## src/rtl/pipe_stage_reg.sv

```systemverilog
// Pipeline boundary register: LANES payload lanes with valid, stall hold/bubble, flush, in-order kill.
// Optional stall statistics (hold_cnt / bubble_cnt) are enabled by defining PIPE_STALL_CNT_EN.

module pipe_stage_lane #(
  parameter int PAYLOAD_W = 112
) (
  input  logic                 clk,
  input  logic                 rst,
  input  logic                 clr,
  input  logic                 adv,
  input  logic                 live,
  input  logic [PAYLOAD_W-1:0] din,
  output logic                 vld,
  output logic [PAYLOAD_W-1:0] dout
);
  always_ff @(posedge clk) begin
    if (rst || clr) begin
      vld  <= 1'b0;
      dout <= '0;
    end else if (adv) begin
      vld  <= live;
      dout <= live ? din : '0;
    end
  end
endmodule

module pipe_stage_reg #(
  parameter int LANES     = 1,
  parameter int PAYLOAD_W = 112,
  parameter int STALL_W   = 6,
  parameter int STAGE     = 3,
  parameter int CNT_W     = 16
) (
  input  logic                         clk,
  input  logic                         rst,
  input  logic [STALL_W-1:0]           stall,
  input  logic                         flush,
  input  logic [LANES-1:0]             in_valid,
  input  logic [LANES-1:0]             in_kill,
  input  logic [LANES*PAYLOAD_W-1:0]   in_payload,
  output logic [LANES-1:0]             out_valid,
  output logic [LANES*PAYLOAD_W-1:0]   out_payload
`ifdef PIPE_STALL_CNT_EN
  ,
  output logic [CNT_W-1:0]             hold_cnt,
  output logic [CNT_W-1:0]             bubble_cnt
`endif
);
  generate
    if (STAGE + 1 >= STALL_W) begin : g_bad_stage
      $error("pipe_stage_reg: STAGE+1 must be below STALL_W");
    end
    if (LANES < 1) begin : g_bad_lanes
      $error("pipe_stage_reg: LANES must be at least 1");
    end
    if (PAYLOAD_W < 1) begin : g_bad_width
      $error("pipe_stage_reg: PAYLOAD_W must be at least 1");
    end
  endgenerate

  logic up_stall, dn_stall, adv, bubble, hold;
  assign up_stall = stall[STAGE];
  assign dn_stall = stall[STAGE+1];
  // Upstream running always advances, even if downstream claims a stall.
  assign adv    = ~up_stall;
  assign bubble = up_stall & ~dn_stall;
  assign hold   = up_stall & dn_stall;

  // A kill on lane k squashes k and every younger lane.
  logic [LANES-1:0] kill_pfx;
  always_comb begin
    logic acc;
    acc      = 1'b0;
    kill_pfx = '0;
    for (int i = 0; i < LANES; i++) begin
      acc         = acc | in_kill[i];
      kill_pfx[i] = acc;
    end
  end

  genvar g;
  generate
    for (g = 0; g < LANES; g++) begin : g_lane
      pipe_stage_lane #(.PAYLOAD_W(PAYLOAD_W)) u_lane (
        .clk  (clk),
        .rst  (rst),
        .clr  (flush | bubble),
        .adv  (adv),
        .live (in_valid[g] & ~kill_pfx[g]),
        .din  (in_payload[g*PAYLOAD_W +: PAYLOAD_W]),
        .vld  (out_valid[g]),
        .dout (out_payload[g*PAYLOAD_W +: PAYLOAD_W])
      );
    end
  endgenerate

`ifdef PIPE_STALL_CNT_EN
  always_ff @(posedge clk) begin
    if (rst) begin
      hold_cnt   <= '0;
      bubble_cnt <= '0;
    end else if (!flush) begin
      if (hold && hold_cnt != '1)     hold_cnt   <= hold_cnt + 1'b1;
      if (bubble && bubble_cnt != '1) bubble_cnt <= bubble_cnt + 1'b1;
    end
  end
`endif

`ifndef SYNTHESIS
  always_ff @(posedge clk) begin
    if (!rst)
      assert (!(~up_stall && dn_stall))
        else $warning("pipe_stage_reg: downstream stalled while upstream runs; treated as advance");
  end
`endif
endmodule

```

## config.mk

```make
export PLATFORM = sky130hd
export DESIGN_NAME = pipe_stage_reg
export DESIGN_NICKNAME = d
export VERILOG_FILES = /design/src/rtl/pipe_stage_reg.sv
export SDC_FILE = /design/constraint.sdc
export NUM_CORES = 1
export LEC_CHECK = 0
export CORE_MARGIN = 4
export CORE_UTILIZATION = 48
export CTS_BUF_LIST = sky130_fd_sc_hd__clkbuf_4 sky130_fd_sc_hd__clkbuf_8
export DETAILED_ROUTE_END_ITERATION = 16
export PLACE_DENSITY = 0.95
export SLEW_MARGIN = 20
export SYNTH_ARGS = -nofsm -noshare
export SYNTH_HDL_FRONTEND = slang
export SYNTH_SLANG_ARGS = --single-unit
```

## constraint.sdc

```tcl
create_clock -name clk -period 2.55 [get_ports clk]
set_input_delay 0.255 -clock clk [delete_from_list [all_inputs] [get_ports clk]]
set_output_delay 0.255 -clock clk [all_outputs]
set_load 0.05 [all_outputs]
```

After elaboration in Yosys (flattened, before gate mapping):

Index checks and enable logic that the tools add are counted.
Widths: inputs -> output; s select.

* mux-type cells: 1
* bitwise logic cells: 5
* reduce and logical (&&, ||, !) cells: 1

Operator list (number)
* $mux 112: 1
* $and 1x1->1: 2
* $not 1->1: 2
* $logic_or 1x1->1: 1
* $or 1x1->1: 1

* bits in registers: 113
* input bits: 123
* output and inout port bits: 113
* logic and storage cells: 9

Depth between registers and ports, before layout:

Gate-level depths: netlist (run 1).

* word-level depth: 4
* depth in mapped cells: 6
* mapped depth without buffers: 2

Modules after synthesis:

From an unflattened synthesis (run 1), not the netlist that was laid out.

* cells, all modules: 506
* area, all modules: 5069.9 µm²

By module, submodules not included
* pipe_stage_lane: times used 1, cells an instance 503, area an instance 5048.6 µm², seq. area each 2262.2 µm²
* pipe_stage_reg: times used 1, cells an instance 3, area an instance 21.3 µm², seq. area each 0.0 µm²

Worst setup path after synthesis (run 1):

No wires, ideal clock.

* path type: input to register
* start point: input flush
* end point: register g_lane[0].u_lane.dout[100]
* setup time: 0.079 ns
* arrival: 1.100 ns
* required time: 2.471 ns
* setup slack: 1.371 ns
* stages on the path: 5
* path buffers: 3
* cell sequence: or2_1 clkbuf_1 buf_2 buf_4 a211oi_2

* word-level cells in the longest chain between the ends: 2

Ends and longest elaborated chain
* start, declared: line 37 `input logic flush,`
* $or 1x1->1: line 87 `.clr (flush | bubble),`
* $logic_or 1x1->1: line 17 `if (rst || clr) begin`
* end signal, assigned: line 22 `dout <= live ? din : '0;`
* end, declared: line 14 `output logic [PAYLOAD_W-1:0] dout`

No other way between the ends.
A chain may end at the register's enable or synchronous reset.

Worst setup path after layout (run 1):

* start point: register g_lane[0].u_lane.dout[28]
* end point: output out_payload[28]

RTL lines
* end, declared: line 42 `output logic [LANES*PAYLOAD_W-1:0] out_payload`

No word-level cell between the ends.

==> results of run 1 <==
## stage by stage
step                      instance area [µm²]  setup WS, ns  utilization, %
after global placement                   7810         0.951            68.4
final                                    8200         0.650            71.8
after detailed placement                 7810         0.907            68.4
after CTS                                8200         0.610            71.8
after floorplan                          5600          1.37               -
after global routing                     8200         0.580            71.8
## flip-flops by register name (all words and copies together), names as in the netlist
signal / count
g_lane.u_lane.dout: 112
g_lane.u_lane.vld: 1
## power by group through the flow
stage	logic, µW	registers [µW]	clock network, µW
2_1_floorplan	282	1890	0
3_3_place_gp	579	1830	0
6_report	596	1790	1640
5_1_grt	631	1790	1760
3_5_place_dp	595	1830	0
4_1_cts	598	1790	1680
## cells in the mapped netlist (all sizes together)
cell type  count  share of area, %
or2            1              0.11
nor2b          1              0.11
nand4bb      112                23
or3b           1              0.16
nand2        113               7.6
a211oi       113                21
dfxtp        113                40
buf           43               5.5
clkbuf        32               2.1
## metal layers
metal	vias up	routed length (µm)	share of wire (%)	GRT usage [%]
li1	2364	-	-	-
met1	2320	6380	40	27.7
met2	200	7640	48	38.6
met3	33	1550	9.7	8.98
met4	0	451	2.8	10.8
met5	-	0	0	0
## final cells by class
cell class	count	area, µm²
fill	801	3220
sequential	113	2260
clock inverter	5	50.0
clock buffer	26	339
timing repair buffer	240	2440
multi-input combinational	341	2920
tap	143	179
## worst paths after layout
| kind | startpoint | to | slack, ns | cells past startpoint |
|---|---|---|---|---|
| max reg2reg | g_lane[0].u_lane.dout[22]$_SDFFE_PP0N_ | g_lane[0].u_lane.dout[22]$_SDFFE_PP0N_ | 1.73 | 2 |
| min | in_valid | g_lane[0].u_lane.dout[4]$_SDFFE_PP0N_ | 0.37 | 3 |
| max | g_lane[0].u_lane.dout[28]$_SDFFE_PP0N_ | out_payload[28] | 0.65 | 1 |
| min reg2reg | g_lane[0].u_lane.dout[104]$_SDFFE_PP0N_ | g_lane[0].u_lane.dout[104]$_SDFFE_PP0N_ | 0.48 | 2 |
## cell families after synthesis
logic type,Yosys count,synth area share [%]
buf+inv,75,7.68
flops,113,40.4
compound gates,113,21.5
simple gates,228,30.5
==> results_dict.tcl, run 1 <==
set metrics [dict create \
    arrival_ns 1.64 \
    yosysUniqueCellTypes 13 \
    cts_tree "built" \
    stdcell_count 868 \
    layout_commonest_cell "clkdlybuf4s50_1" \
    nets 836 \
    vias 4917 \
    yosys_warnings 0 \
    worstSetupStartpointType "flop" \
    crit_path_end_kind "primary output" \
    post-dp-hpwl_mm 10.3 \
    cts_hold_buf 0 \
    dieArea_um2 13500 \
    critPathTopFamily "buffers and inverters" \
    p_sw_uw 998 \
    fin_setup_tns_ns 0 \
    area_delta_synth_final_pct 46.3 \
    fmax_mhz 526 \
    post_cts_buffers 0 \
    cts_sinks 113 \
    grt_max_degree 154 \
    ir_drop_uv 389 \
    swShare_pct 24.8 \
    dieWidth_um 116 \
    max_stage_delay_ns 0.84 \
    cts_buffers 17 \
    path_clk_slew_ns 0.07 \
    viasPerCell 5.66 \
    overflow 0 \
    worstPathCellList "clkdlybuf4s50_1" \
    cts_max_path_buffers 2 \
    worst_pin_slew_ns 0.607 \
    synth_nets 652 \
    start_util_pct 49.1 \
    rows 39 \
    wire_per_inst_um 18.5 \
    maxCapViolCount 0 \
    seq_power_share_pct 44.5 \
    yosysSeqAreaShare_pct 40.4 \
    drcViolationCount 0 \
    gp_congestion 0.745 \
    netlist_area_um2 5600 \
    grt_use_total_pct 23.7 \
    path_class "reg -> out" \
    worstPathMaxFanout 2 \
    first_pass_iters 4 \
    combinationalPowerShare_pct 14.8 \
    period_share_pct 74.5 \
    hold_viol_final 0 \
    antenna_found_initial 0 \
    drt_iter0_drc 343 \
    required_ns 2.30 \
    ant_nets 0 \
    hold-worst-slack_ns 0.368 \
    power_uw 4030 \
    htreeDepth 4 \
    grt_pass1_vias 4933 \
    syn_inst 529 \
    drive_above_1_share_pct 16.0 \
    finalSetupViolCount 0 \
    p_leak_uw 0.00239 \
    grt_setup_unrepaired "false" \
    port_buffers 231 \
    crit_path_top_delay_cell "clkdlybuf4s50_1" \
    clk_latency_ns 0.43 \
    post_cts_resized 0 \
    relSlewSlack_pct 59.5 \
    p_int_uw 3030 \
    dpl.cell_count 837 \
    grt_pass1_wl_mm 25.1 \
    slew_violations 0 \
    min_period_ns 1.90 \
    power.share.clock_pct 40.7 \
    insertedDiodeCount 0 \
    status "completed" \
    yosys_register_bits 113 \
    wirelength_mm 16.0 \
    power.density_nw_per_um2 491 \
    core_um2 11400 \
    layout_common_cells "clkdlybuf4s50_1, nand2_1, dfxtp_1" \
    hp-class "in -> reg" \
    cp_num_buf_inv 1 \
    postSynthAreaPerCell_um2 10.6 \
    die_height_um 116 \
    root_buffer "clkbuf_8" \
    clock_skew_ns 0 \
    ioPinCount 236 \
]
Note: power is estimated with default switching activity, not from simulation.
==> run 2: changes to the inputs <==
--- a/config.mk
+++ b/config.mk
@@ -6,10 +6,10 @@
 export NUM_CORES = 1
 export LEC_CHECK = 0
 export CORE_MARGIN = 4
-export CORE_UTILIZATION = 48
+export CORE_UTILIZATION = 40
 export CTS_BUF_LIST = sky130_fd_sc_hd__clkbuf_4 sky130_fd_sc_hd__clkbuf_8
 export DETAILED_ROUTE_END_ITERATION = 16
-export PLACE_DENSITY = 0.95
+export PLACE_DENSITY = 0.88
 export SLEW_MARGIN = 20
 export SYNTH_ARGS = -nofsm -noshare
 export SYNTH_HDL_FRONTEND = slang
==> constraint.sdc (replaced) <==
create_clock -name clk -period 1.7 [get_ports clk]
set_input_delay 0.17 -clock clk [delete_from_list [all_inputs] [get_ports clk]]
set_output_delay 0.17 -clock clk [all_outputs]
set_load 0.05 [all_outputs]
==> run 2 against run 1 <==
Non-clock buffer count rose by 6. Clock skew did not move. Utilization fell by 11 points. Register-to-register slack got worse by 0.81 ns. Via count rose by 1.4%. Largest cell class unchanged. Combinational power rose by 53%. Largest power group unchanged. Clock power rose by 62%. Critical path depth did not move. Count of clock-buffer cells in the layout fell by 5. Wire length rose by 0.31%. Die area rose by 19%.
==> results_dict.tcl, run 2 (synthesis gave the netlist of run 1 again) <==
set metrics [dict create \
    first_pass_iters 4 \
    nFillCells 1125 \
    fin_util_pct 61.1 \
    top_regs "g_lane.u_lane.dout: 112 flops, g_lane.u_lane.vld: 1 flops" \
    cts_sinks 113 \
    finalSetupViolCount 0 \
    hold_viol_final 0 \
    clk_latency_ns 0.43 \
    drt_iter0_drc 331 \
    layout_commonest_cell "clkdlybuf4s50_1" \
    wl_met3_mm 1.25 \
    maxCapViolCount 0 \
    clock_skew_ns 0 \
    r2r_end "g_lane[0].u_lane.dout[29]$_SDFFE_PP0N_" \
    power_uw 6250 \
    top_register "g_lane.u_lane.dout" \
    worstSetupStartpointType "flop" \
    min_path_cells 3 \
    worstPathCellList "dlygate4sd2_1" \
    wirelength_mm 16.1 \
    grt_pass1_wl_mm 25.9 \
    period_share_pct 87.8 \
    p_leak_uw 0.00295 \
    worst_pin_slew_ns 0.542 \
    holdCritStartpoint "stall[3]" \
    power.density_nw_per_um2 760 \
    fin_setup_tns_ns 0 \
    rows 42 \
    dieWidth_um 126 \
    grt_pass1_vias 5065 \
    port_buffers 231 \
    arrival_ns 1.32 \
    ir_drop_uv 470 \
    dieArea_um2 16000 \
    cts_tree "built" \
    root_buffer "clkbuf_8" \
    wl_met2_mm 8.01 \
    reg2reg_depth 2 \
    cts_buffers 17 \
    hp-class "in -> reg" \
    post-dp-hpwl_mm 10.9 \
    grt_max_degree 81 \
    cts_max_path_buffers 2 \
    stdcell_count 908 \
    vias 4985 \
    dpl.cell_count 876 \
    htreeDepth 4 \
    nets 842 \
    rr_startpoint "g_lane[0].u_lane.dout[29]$_SDFFE_PP0N_" \
    fmax_mhz 670 \
    antenna_found_initial 1 \
    viasPerCell 5.49 \
    area_delta_synth_final_pct 46.8 \
    cts_hold_buf 0 \
    slew_violations 0 \
    status "completed" \
    grt_setup_unrepaired "false" \
    path_class "reg -> out" \
    relSlewSlack_pct 64.0 \
    insertedDiodeCount 0 \
    critPathTopFamily "buffers and inverters" \
    path_clk_slew_ns 0.07 \
    crit_path_top_delay_cell "dlygate4sd2_1" \
    maxUsedRoutingLayer "met5" \
    overflow 0 \
    start_util_pct 41.6 \
    die_height_um 126 \
    worstPathMaxFanout 2 \
    drcViolationCount 0 \
    layout_common_cells "clkdlybuf4s50_1, nand2_1, dfxtp_1" \
    wl_met1_mm 6.37 \
    grt_use_total_pct 19.8 \
    gp_congestion 0.796 \
    cp_num_buf_inv 1 \
    wire_per_inst_um 17.7 \
    ant_nets 0 \
    min_period_ns 1.49 \
    largest_register_ffs 112 \
    reg2reg_slack_ns 0.92 \
    max_stage_delay_ns 0.54 \
    holdPathEnd "g_lane[0].u_lane.dout[3]$_SDFFE_PP0N_" \
    drive_above_1_share_pct 19.1 \
    required_ns 1.53 \
    ioPinCount 236 \
    crit_path_end_kind "primary output" \
    core_um2 13500 \
]
run 2: cell types whose count changed in the layout (fill, tap and decap cells not counted), sizes merged:
cell / change
clkbuf: -5
bufinv: +2
clkinv: +2
clkdlybuf4s50: -113
buf: +23
clkinvlp: +2
dlygate4sd2: +96
run 2: what timing repair did:
item,CTS,global route
buffers inserted,0,0
resized for setup,96,0
setup endpoints to repair,96,0
run 2: worst max-delay path by stage:
stage                                                 startpoint                                      end  slack, ns  cells after the start
after detailed placement                                   flush   g_lane[0].u_lane.dout[29]$_SDFFE_PP0N_       0.23                      4
final                     g_lane[0].u_lane.dout[22]$_SDFFE_PP0N_                          out_payload[22]       0.21                      1
after global routing       g_lane[0].u_lane.dout[0]$_SDFFE_PP0N_                           out_payload[0]       0.13                      1
after floorplan                                            flush  g_lane[0].u_lane.dout[100]$_SDFFE_PP0N_       0.61                      5
after CTS                 g_lane[0].u_lane.dout[22]$_SDFFE_PP0N_                          out_payload[22]       0.16                      1
after global placement                                     flush  g_lane[0].u_lane.dout[107]$_SDFFE_PP0N_       0.29                      4
run 2: metal layers:
| layer | vias up | track usage, % |
|---|---|---|
| met3 | 32 | 6.98 |
| li1 | 2379 | - |
| met1 | 2388 | 23.2 |
| met5 | - | 0 |
| met4 | 2 | 8.01 |
| met2 | 184 | 33.1 |
run 2: metrics by stage:
step | hold slack (ns) | worst slack (ns) | cell area, µm²
CTS | 0.136 | 0.156 | 8220
global route | 0.163 | 0.130 | 8220
global placement | 0.459 | 0.293 | 7930
finish | 0.176 | 0.208 | 8220
detailed placement | 0.464 | 0.229 | 7930
floorplan | 0.355 | 0.606 | 5600
run 2: final cells by class:
class,count,area (µm²),area share (%)
clock inverter,11,135,1.64
tap,176,220,2.68
timing repair buffer,246,2400,29.2
clock buffer,21,283,3.44
sequential,113,2260,27.5
multi-input combinational,341,2920,35.5
run 2: power by group:
group          internal (µW)  switching (µW)
logic                    458             455
clock network           1570            1080
registers               2670            13.0
total                   4700            1550
